### config.mk
export PLATFORM = sky130hd
export DESIGN_NAME = psk_bit_framer
export DESIGN_NICKNAME = d
export VERILOG_FILES = /design/src/rtl/psk_bit_framer.sv
export SDC_FILE = /design/constraint.sdc
export NUM_CORES = 1
export LEC_CHECK = 0
export ABC_AREA = 0
export BUFFER_PORTS_ARGS = -buffer_cell sky130_fd_sc_hd__buf_2
export CAP_MARGIN = 10
export CORE_MARGIN = 4
export CORE_UTILIZATION = 55
export DETAILED_ROUTE_END_ITERATION = 8
export PLACE_DENSITY = 0.78
export SLEW_MARGIN = 40
export SYNTH_ARGS = -nofsm -noshare
export SYNTH_HDL_FRONTEND = slang
export SYNTH_SLANG_ARGS = --single-unit
### constraint.sdc
create_clock -name sys_clk -period 2.5 [get_ports sys_clk]
set_clock_uncertainty 0.15 [all_clocks]
set_input_delay 0.25 -clock sys_clk [delete_from_list [all_inputs] [get_ports sys_clk]]
set_output_delay 0.25 -clock sys_clk [all_outputs]
set_load 0.05 [all_outputs]
### src/rtl/psk_bit_framer.sv
// -----------------------------------------------------------------------------
// psk_bit_framer
//
// Serial bit source for the PSK modulator. Payload bytes come in over a
// valid/ready handshake into a one-byte hold buffer. Each frame is sent as:
//   1. an alternating 1,0,1,0,... preamble of PREAMBLE_LEN bits;
//   2. the 8-bit SYNC_WORD, MSB first;
//   3. PAYLOAD_LEN payload bytes, MSB first.
// Each bit is held on data_out for BIT_DIV clocks.
//
// Ports
//   sys_clk    in   single clock for all logic
//   sys_rst    in   asynchronous, active-high reset
//   in_data    in   [7:0] payload byte
//   in_valid   in   in_data is valid
//   in_ready   out  hold buffer is empty and can take a byte (registered)
//   data_out   out  current serial bit, to the modulator's data_in
//   bit_strobe out  high in the first clock of every bit period
//   busy       out  a frame is in progress (state is not IDLE)
//   frame_done out  one-clock pulse after the last payload bit period
//   underrun   out  sticky flag: payload byte missing at a byte boundary
//
// Handshake: a byte transfers on a rising edge where in_valid and in_ready
// are both high. in_ready is a flop that equals !full for the next cycle.
// in_valid without in_ready is ignored. in_data only has to be stable at the
// accepting edge.
// -----------------------------------------------------------------------------
module psk_bit_framer #(
  parameter int unsigned BIT_DIV      = 100,
  parameter int unsigned PREAMBLE_LEN = 16,
  parameter logic [7:0]  SYNC_WORD    = 8'hD3,
  parameter int unsigned PAYLOAD_LEN  = 4
) (
  input  logic       sys_clk,
  input  logic       sys_rst,
  input  logic [7:0] in_data,
  input  logic       in_valid,
  output logic       in_ready,
  output logic       data_out,
  output logic       bit_strobe,
  output logic       busy,
  output logic       frame_done,
  output logic       underrun
);

  localparam int TW     = $clog2(BIT_DIV);
  localparam int BC_MAX = (PREAMBLE_LEN > 8) ? PREAMBLE_LEN : 8;
  localparam int CW     = $clog2(BC_MAX);
  localparam int BW     = $clog2(PAYLOAD_LEN + 1);

  typedef enum logic [1:0] {
    IDLE     = 2'd0,
    PREAMBLE = 2'd1,
    SYNC     = 2'd2,
    PAYLOAD  = 2'd3
  } state_t;

  // FSM state is kept under a plain name so checkers can bind to it.
  state_t        state, state_n;
  logic [TW-1:0] timer, timer_n;
  logic [CW-1:0] bit_cnt, bit_cnt_n;
  logic [BW-1:0] byte_cnt, byte_cnt_n;
  // Bits still to send in the current sync/payload byte; bit 7 of that byte
  // already sits on data_out, so only the lower seven are kept here.
  logic [6:0]    shifter, shifter_n;
  logic          data_n, done_n, under_n;

  logic [7:0]    hold;
  logic          full, full_n;
  logic          accept, load, bit_end;

  assign accept     = in_valid & in_ready;
  assign bit_end    = (timer == TW'(BIT_DIV - 1));
  assign busy       = (state != IDLE);
  assign bit_strobe = busy && (timer == '0);

  // A new byte takes priority over a load, so accept+load leaves full set.
  assign full_n = accept ? 1'b1 : (load ? 1'b0 : full);

  always_comb begin
    state_n    = state;
    timer_n    = bit_end ? '0 : timer + 1'b1;
    bit_cnt_n  = bit_cnt;
    byte_cnt_n = byte_cnt;
    shifter_n  = shifter;
    data_n     = data_out;
    done_n     = 1'b0;
    under_n    = underrun;
    load       = 1'b0;

    case (state)
      IDLE: begin
        timer_n    = '0;
        bit_cnt_n  = '0;
        byte_cnt_n = '0;
        data_n     = 1'b0;
        if (full) begin
          state_n = PREAMBLE;
          data_n  = 1'b1;
        end
      end

      PREAMBLE: begin
        if (bit_end) begin
          if (bit_cnt == CW'(PREAMBLE_LEN - 1)) begin
            state_n   = SYNC;
            bit_cnt_n = '0;
            data_n    = SYNC_WORD[7];
            shifter_n = SYNC_WORD[6:0];
          end else begin
            bit_cnt_n = bit_cnt + 1'b1;
            // Bit k+1 of the preamble is ~(k+1)[0], which equals k[0].
            data_n    = bit_cnt[0];
          end
        end
      end

      SYNC, PAYLOAD: begin
        if (bit_end) begin
          if (bit_cnt != CW'(7)) begin
            bit_cnt_n = bit_cnt + 1'b1;
            data_n    = shifter[6];
            shifter_n = {shifter[5:0], 1'b0};
          end else if (state == PAYLOAD && byte_cnt == BW'(PAYLOAD_LEN - 1)) begin
            state_n = IDLE;
            data_n  = 1'b0;
            done_n  = 1'b1;
          end else if (full) begin
            load       = 1'b1;
            state_n    = PAYLOAD;
            bit_cnt_n  = '0;
            byte_cnt_n = (state == SYNC) ? '0 : byte_cnt + 1'b1;
            data_n     = hold[7];
            shifter_n  = hold[6:0];
          end else begin
            // Byte needed but none buffered: abandon the frame.
            state_n = IDLE;
            data_n  = 1'b0;
            under_n = 1'b1;
          end
        end
      end

      default: state_n = IDLE;
    endcase
  end

  always_ff @(posedge sys_clk or posedge sys_rst) begin
    if (sys_rst) begin
      state      <= IDLE;
      timer      <= '0;
      bit_cnt    <= '0;
      byte_cnt   <= '0;
      shifter    <= '0;
      data_out   <= 1'b0;
      frame_done <= 1'b0;
      underrun   <= 1'b0;
      hold       <= '0;
      full       <= 1'b0;
      in_ready   <= 1'b1;
    end else begin
      state      <= state_n;
      timer      <= timer_n;
      bit_cnt    <= bit_cnt_n;
      byte_cnt   <= byte_cnt_n;
      shifter    <= shifter_n;
      data_out   <= data_n;
      frame_done <= done_n;
      underrun   <= under_n;
      full       <= full_n;
      in_ready   <= ~full_n;
      if (accept) hold <= in_data;
    end
  end

endmodule
=== After elaboration in Yosys (flattened, before gate mapping) ===
Cells that the tools add are included.

* Bits in registers: 36
* Latch bits: 0
* Memory bits (writable): 0
* Memory bits (read-only): 0
* Bits of input ports: 11
* Output and inout bits: 6
* Logic and storage cells: 97
* Memories: 0

* Add/subtract/negate cells: 3
* Multipliers: 0
* Div/mod/pow operators: 0
* Magnitude comparators: 0
* Eq/ne operators: 16
* Shift operators: 0
* Multiplexer cells: 48
* Bitwise operators: 5
* Reductions and logical operators: 14

{| class="wikitable"
|+ Operators with widths
! operator !! number
|-
| $mux W7 || 8
|-
| $mux W4 || 6
|-
| $mux W1 || 17
|-
| $mux W3 || 5
|-
| $reduce_and A5 Y1 || 3
|-
| $mux W2 || 7
|-
| $ne A2 B2 Y1 const B || 7
|-
| $pmux W7 S2 || 1
|-
| $pmux W4 S3 || 1
|-
| $add A7 B1 Y7 const B || 1
|-
| $eq A7 B7 Y1 const B || 1
|-
| $logic_not A7 Y1 || 1
|-
| $ne A3 B3 Y1 const B || 2
|-
| $pmux W2 S3 || 1
|-
| $pmux W3 S2 || 1
|-
| $reduce_and A6 Y1 || 1
|-
| $reduce_bool A2 Y1 || 3
|-
| $add A4 B1 Y4 const B || 1
|-
| $eq A2 B2 Y1 const B || 2
|-
| $eq A4 B4 Y1 const B || 1
|-
| $ne A4 B3 Y1 const B || 1
|-
| $not A1 Y1 || 4
|-
| $reduce_and A4 Y1 || 1
|-
| $add A3 B1 Y3 const B || 1
|-
| 8 further kinds || 9
|}

=== Depth between registers and ports, before layout ===
* Depth after elaboration: 9
* Gate-level depth with buffers: 7
* Gate-level depth less buffers: 6

=== Least setup slack after synthesis ===
OpenSTA, ideal clock, no wires.

* Kind: register to register
* Start point: reg byte_cnt[0]
* End point: reg shifter[2]
* Setup time: 0.125 ns
* Arrival time: 1.845 ns
* Required time: 2.225 ns
* Slack: 0.380 ns
* Cell stages (with the launch flop): 7
* Path buffers: 0
* Period minus slack after synthesis: 2.120 ns
* Cell sequence: dfrtp_1 > ha_1 > ha_1 > a21boi_2 > nor2_1 > nor4_4 > mux2_2

* Longest elaborated chain between the ends: 4

{| class="wikitable"
|+ RTL lines
! item !! RTL line !! text
|-
| start: declaration || 62 || <nowiki>logic [BW-1:0] byte_cnt, byte_cnt_n;</nowiki>
|-
| start signal: assignment || 165 || <nowiki>byte_cnt <= byte_cnt_n;</nowiki>
|-
| $eq A3 B2 Y1 || 124 || <nowiki>end else if (state == PAYLOAD && byte_cnt == BW'(PAYLOAD_LEN - 1)) begin</nowiki>
|-
| $logic_and A1 B1 Y1 || 124 ||
|-
| $ne A3 B3 Y1 (no source line) || -- ||
|-
| $reduce_and A6 Y1 (no source line) || -- ||
|-
| end signal: assignment || 166 || <nowiki>shifter <= shifter_n;</nowiki>
|-
| end: declaration || 65 || <nowiki>logic [6:0] shifter, shifter_n;</nowiki>
|}

Every way passes these cells.
A chain may end at the register's enable or synchronous reset.

=== Final worst setup path ===
* Start point: reg state[1]
* End point: out bit_strobe

* Longest elaborated chain between the ends: 2

{| class="wikitable"
|+ RTL lines
! item !! RTL line !! text
|-
| start: declaration || 59 || <nowiki>state_t state, state_n;</nowiki>
|-
| start signal: assignment || 162 || <nowiki>state <= state_n;</nowiki>
|-
| $reduce_bool A2 Y1 || 74 || <nowiki>assign busy = (state != IDLE);</nowiki>
|-
| $logic_and A1 B1 Y1 || 75 || <nowiki>assign bit_strobe = busy && (timer == '0);</nowiki>
|-
| end: declaration || 40 || <nowiki>output logic bit_strobe,</nowiki>
|}

Every way passes these cells.

==> out/metrics.csv <==
stage,metric,value,unit
outcome,status,"finished, final reports clean",
logic_synthesis,"Seq/Total Area, Yosys",48.9,%
timing,setup ws final,185,ps
timing,final hold vios,0,
global_routing,largest net degree at the start of global routing,37,
detailed_routing,Vias/cell,5.71,
logic_synthesis,Synth Flop Type,dfrtp_1,
clock_tree,clock tree from TritonCTS,built,
clock_tree,clk_lat worst skew,340,ps
global_routing,All-Layer GR Usage,19.9,%
timing,Slew HR,60.4,%
layout,most frequent cells in the layout,"dfrtp_1, buf_2, nor2_1",
layout,Layout Cells excl Fill,243,
setup_path,CP startpoint,state[1]$_DFFE_PP0P_,
worst_hold_path,WHS Endpoint,hold[6]$_DFFE_PP0P_,
layout,Area Overhead vs Synth,14.0,%
logic_synthesis,syn nets,188,
floorplanning,row count,20,
global_routing,first-pass GRT wire length,6.62,mm
global_routing,antenna violations before repair,0,
setup_path,R2R setup slack,250,ps
logic_synthesis,post-synthesis async set-or-reset flop share,100,%
logic_synthesis,Syn Inst Count,172,
setup_path,Worst setup EP type,output pin,
detailed_routing,Vias,1388,
detailed_routing,first drt pass iteration count,4,
placed_design,DP Worst Slack,280,ps
setup_path,worst r2r src,timer[0]$_DFF_PP0_,
detailed_routing,antenna-violating nets left,0,
job,Max Cap Viol,0,
floorplanning,boundary pin count,17,
timing,final worst path period share,92.6,%
floorplanning,die height,65.9,um
setup_path,worst r2r path cells,5,
clock_tree,Post-CTS Setup Inserts,0,
power,Peak supply drop,457,uV
setup_path,Worst Path Required,2100,ps
clock_tree,# H-tree levels,2,
setup_path,CP Data Arrival Time,1920,ps
floorplanning,starting density of the core,58.9,%
clock_tree,hold_buf cts,9,
timing,Max Slew Vio Count,0,
setup_path,worst reg2reg path endpoint,shifter[3]$_DFFE_PP0P_,
timing,fmax,0.432,GHz
layout,"most common cell after layout, fill and taps aside",dfrtp_1,
floorplanning,die area,4340,um^2
layout,Final nets,214,
detailed_routing,"wirelength, routed",3.64,mm
layout,n_diodes,0,
placed_design,Placer Congestion,0.907,
setup_path,CP Class,reg -> out,
timing,Final min period,2320,ps
logic_synthesis,Post-synth EDFFs,0,
clock_tree,Clock transition at path regs,110,ps
setup_path,"Max FO, Critical Path",20,
timing,Finish-stage setup viols,0,
power,pwr/cell area,676,nW/um^2
layout,layout cells sized above 1,21.1,%
logic_synthesis,yosys warns,0,
global_routing,vias in the first global route,1472,
setup_path,Critical Path Source Type,flip-flop,
power,leakage power,0.925,nW
worst_hold_path,hold_sp,in_data[6],
detailed_routing,Routed WL per cell,15.0,um
timing,slew of the pin with the lowest slew margin,593,ps
detailed_routing,initial drt markers,118,
worst_hold_path,Min-Delay Path Depth,2,
clock_tree,Resized Gates After CTS,0,
clock_tree,clk buf depth,2,
detailed_routing,Post-route DRC,0,
worst_hold_path,Min-Delay Path Class,in -> reg,
placed_design,I/O Buffers,16,
logic_synthesis,average size of a mapped cell,10.7,um^2
global_routing,gr ovfl total,0,
clock_tree,TritonCTS Sinks,36,
layout,Filler cells,251,
timing,RSZ-0062 raised after global routing,no,
placed_design,hpwl dp,2.59,mm
clock_tree,Num CTS Buffers,5,
timing,Setup TNS Final,0,ps
logic_synthesis,register bit total from synthesis,36,
logic_synthesis,post-synth cell types,45,
floorplanning,core area,3130,um^2
logic_synthesis,Post-Syn Area,1840,um^2
clock_tree,CTS root buffer,clkbuf_4,
placed_design,placed insts,226,
floorplanning,chip width,65.9,um
kinds of logic after synthesis:
kind of cell    Yosys count  share of synthesized area [%]
buf+inv                  15                           3.19
compound gates           31                           12.9
mux                      16                           9.44
simple gates             62                           18.8
fa+ha+maj                 5                           3.39
xor+xnor                  7                           3.33
flops                    36                           48.9
metrics by stage:
stage	power (mW)	hold WS, ps	area, um^2	utilization [%]
after floorplan	1.03	246	1840	-
after global placement	1.10	216	1960	62.7
after detailed placement	1.12	226	1960	62.7
after CTS	1.43	1.99	2100	67.2
after global routing	1.51	12.2	2100	67.2
final	1.42	10.5	2100	67.2
worst max path at each step:
stage          depth (start not counted)                      to
2_1_floorplan                          6  shifter[2]$_DFFE_PP0P_
3_3_place_gp                           5  shifter[3]$_DFFE_PP0P_
3_5_place_dp                           5  shifter[3]$_DFFE_PP0P_
4_1_cts                                4              bit_strobe
5_1_grt                                4              bit_strobe
6_report                               4              bit_strobe
power by group:
group	internal, mW	switching [mW]
Sequential	0.689	0.115
Clock	0.110	0.189
Combinational	0.152	0.165
Total	0.950	0.469
final cells by class:
class | count | area (um^2) | share of cell area [%]
sequential | 36 | 902 | 42.9
tap | 44 | 55.1 | 2.62
clock buffer | 7 | 45.0 | 2.14
inverter | 7 | 26.3 | 1.25
timing repair buffer | 27 | 185 | 8.81
multi-input combinational | 121 | 882 | 42.0
clock inverter | 1 | 5.00 | 0.238
Yosys cell counts, types with 3 or more instances:
library cell | count | share of area [%]
clkbuf_1 | 6 | 1.2
a21boi_0 | 4 | 1.6
ha_1 | 5 | 3.4
nor3_1 | 4 | 1.1
a21oi_1 | 3 | 0.81
nor2_1 | 15 | 3.1
inv_1 | 7 | 1.4
a32o_1 | 3 | 1.6
mux2i_1 | 5 | 2.7
mux2_2 | 11 | 6.7
a2bb2oi_1 | 5 | 2.4
dfrtp_1 | 35 | 48
nand2_1 | 14 | 2.9
and3_1 | 4 | 1.4
xor2_1 | 3 | 1.4
nand3_1 | 8 | 2.2
xnor2_1 | 4 | 1.9
routing by layer:
metal | global-route usage (%) | vias up | wire length [um]
li1 | - | 673 | -
met1 | 23.6 | 679 | 1600
met2 | 35.2 | 33 | 1860
met3 | 5.10 | 3 | 154
met4 | 5.70 | 0 | 23
met5 | 0 | - | 0
worst max-delay path: stages, from the launching register on:
cell and delay [ps]:
dfrtp_1 740, nor2_1 230, nor3_1 170, and3_2 180, buf_2 250
registers in the layout, summed over array words and instances (netlist names):
register / count
byte_cnt: 3
frame_done: 1
in_ready: 1
full: 1
underrun: 1
state: 2
timer: 7
data_out: 1
bit_cnt: 4
shifter: 7
hold: 8
Power figures use the tool's default switching activity.
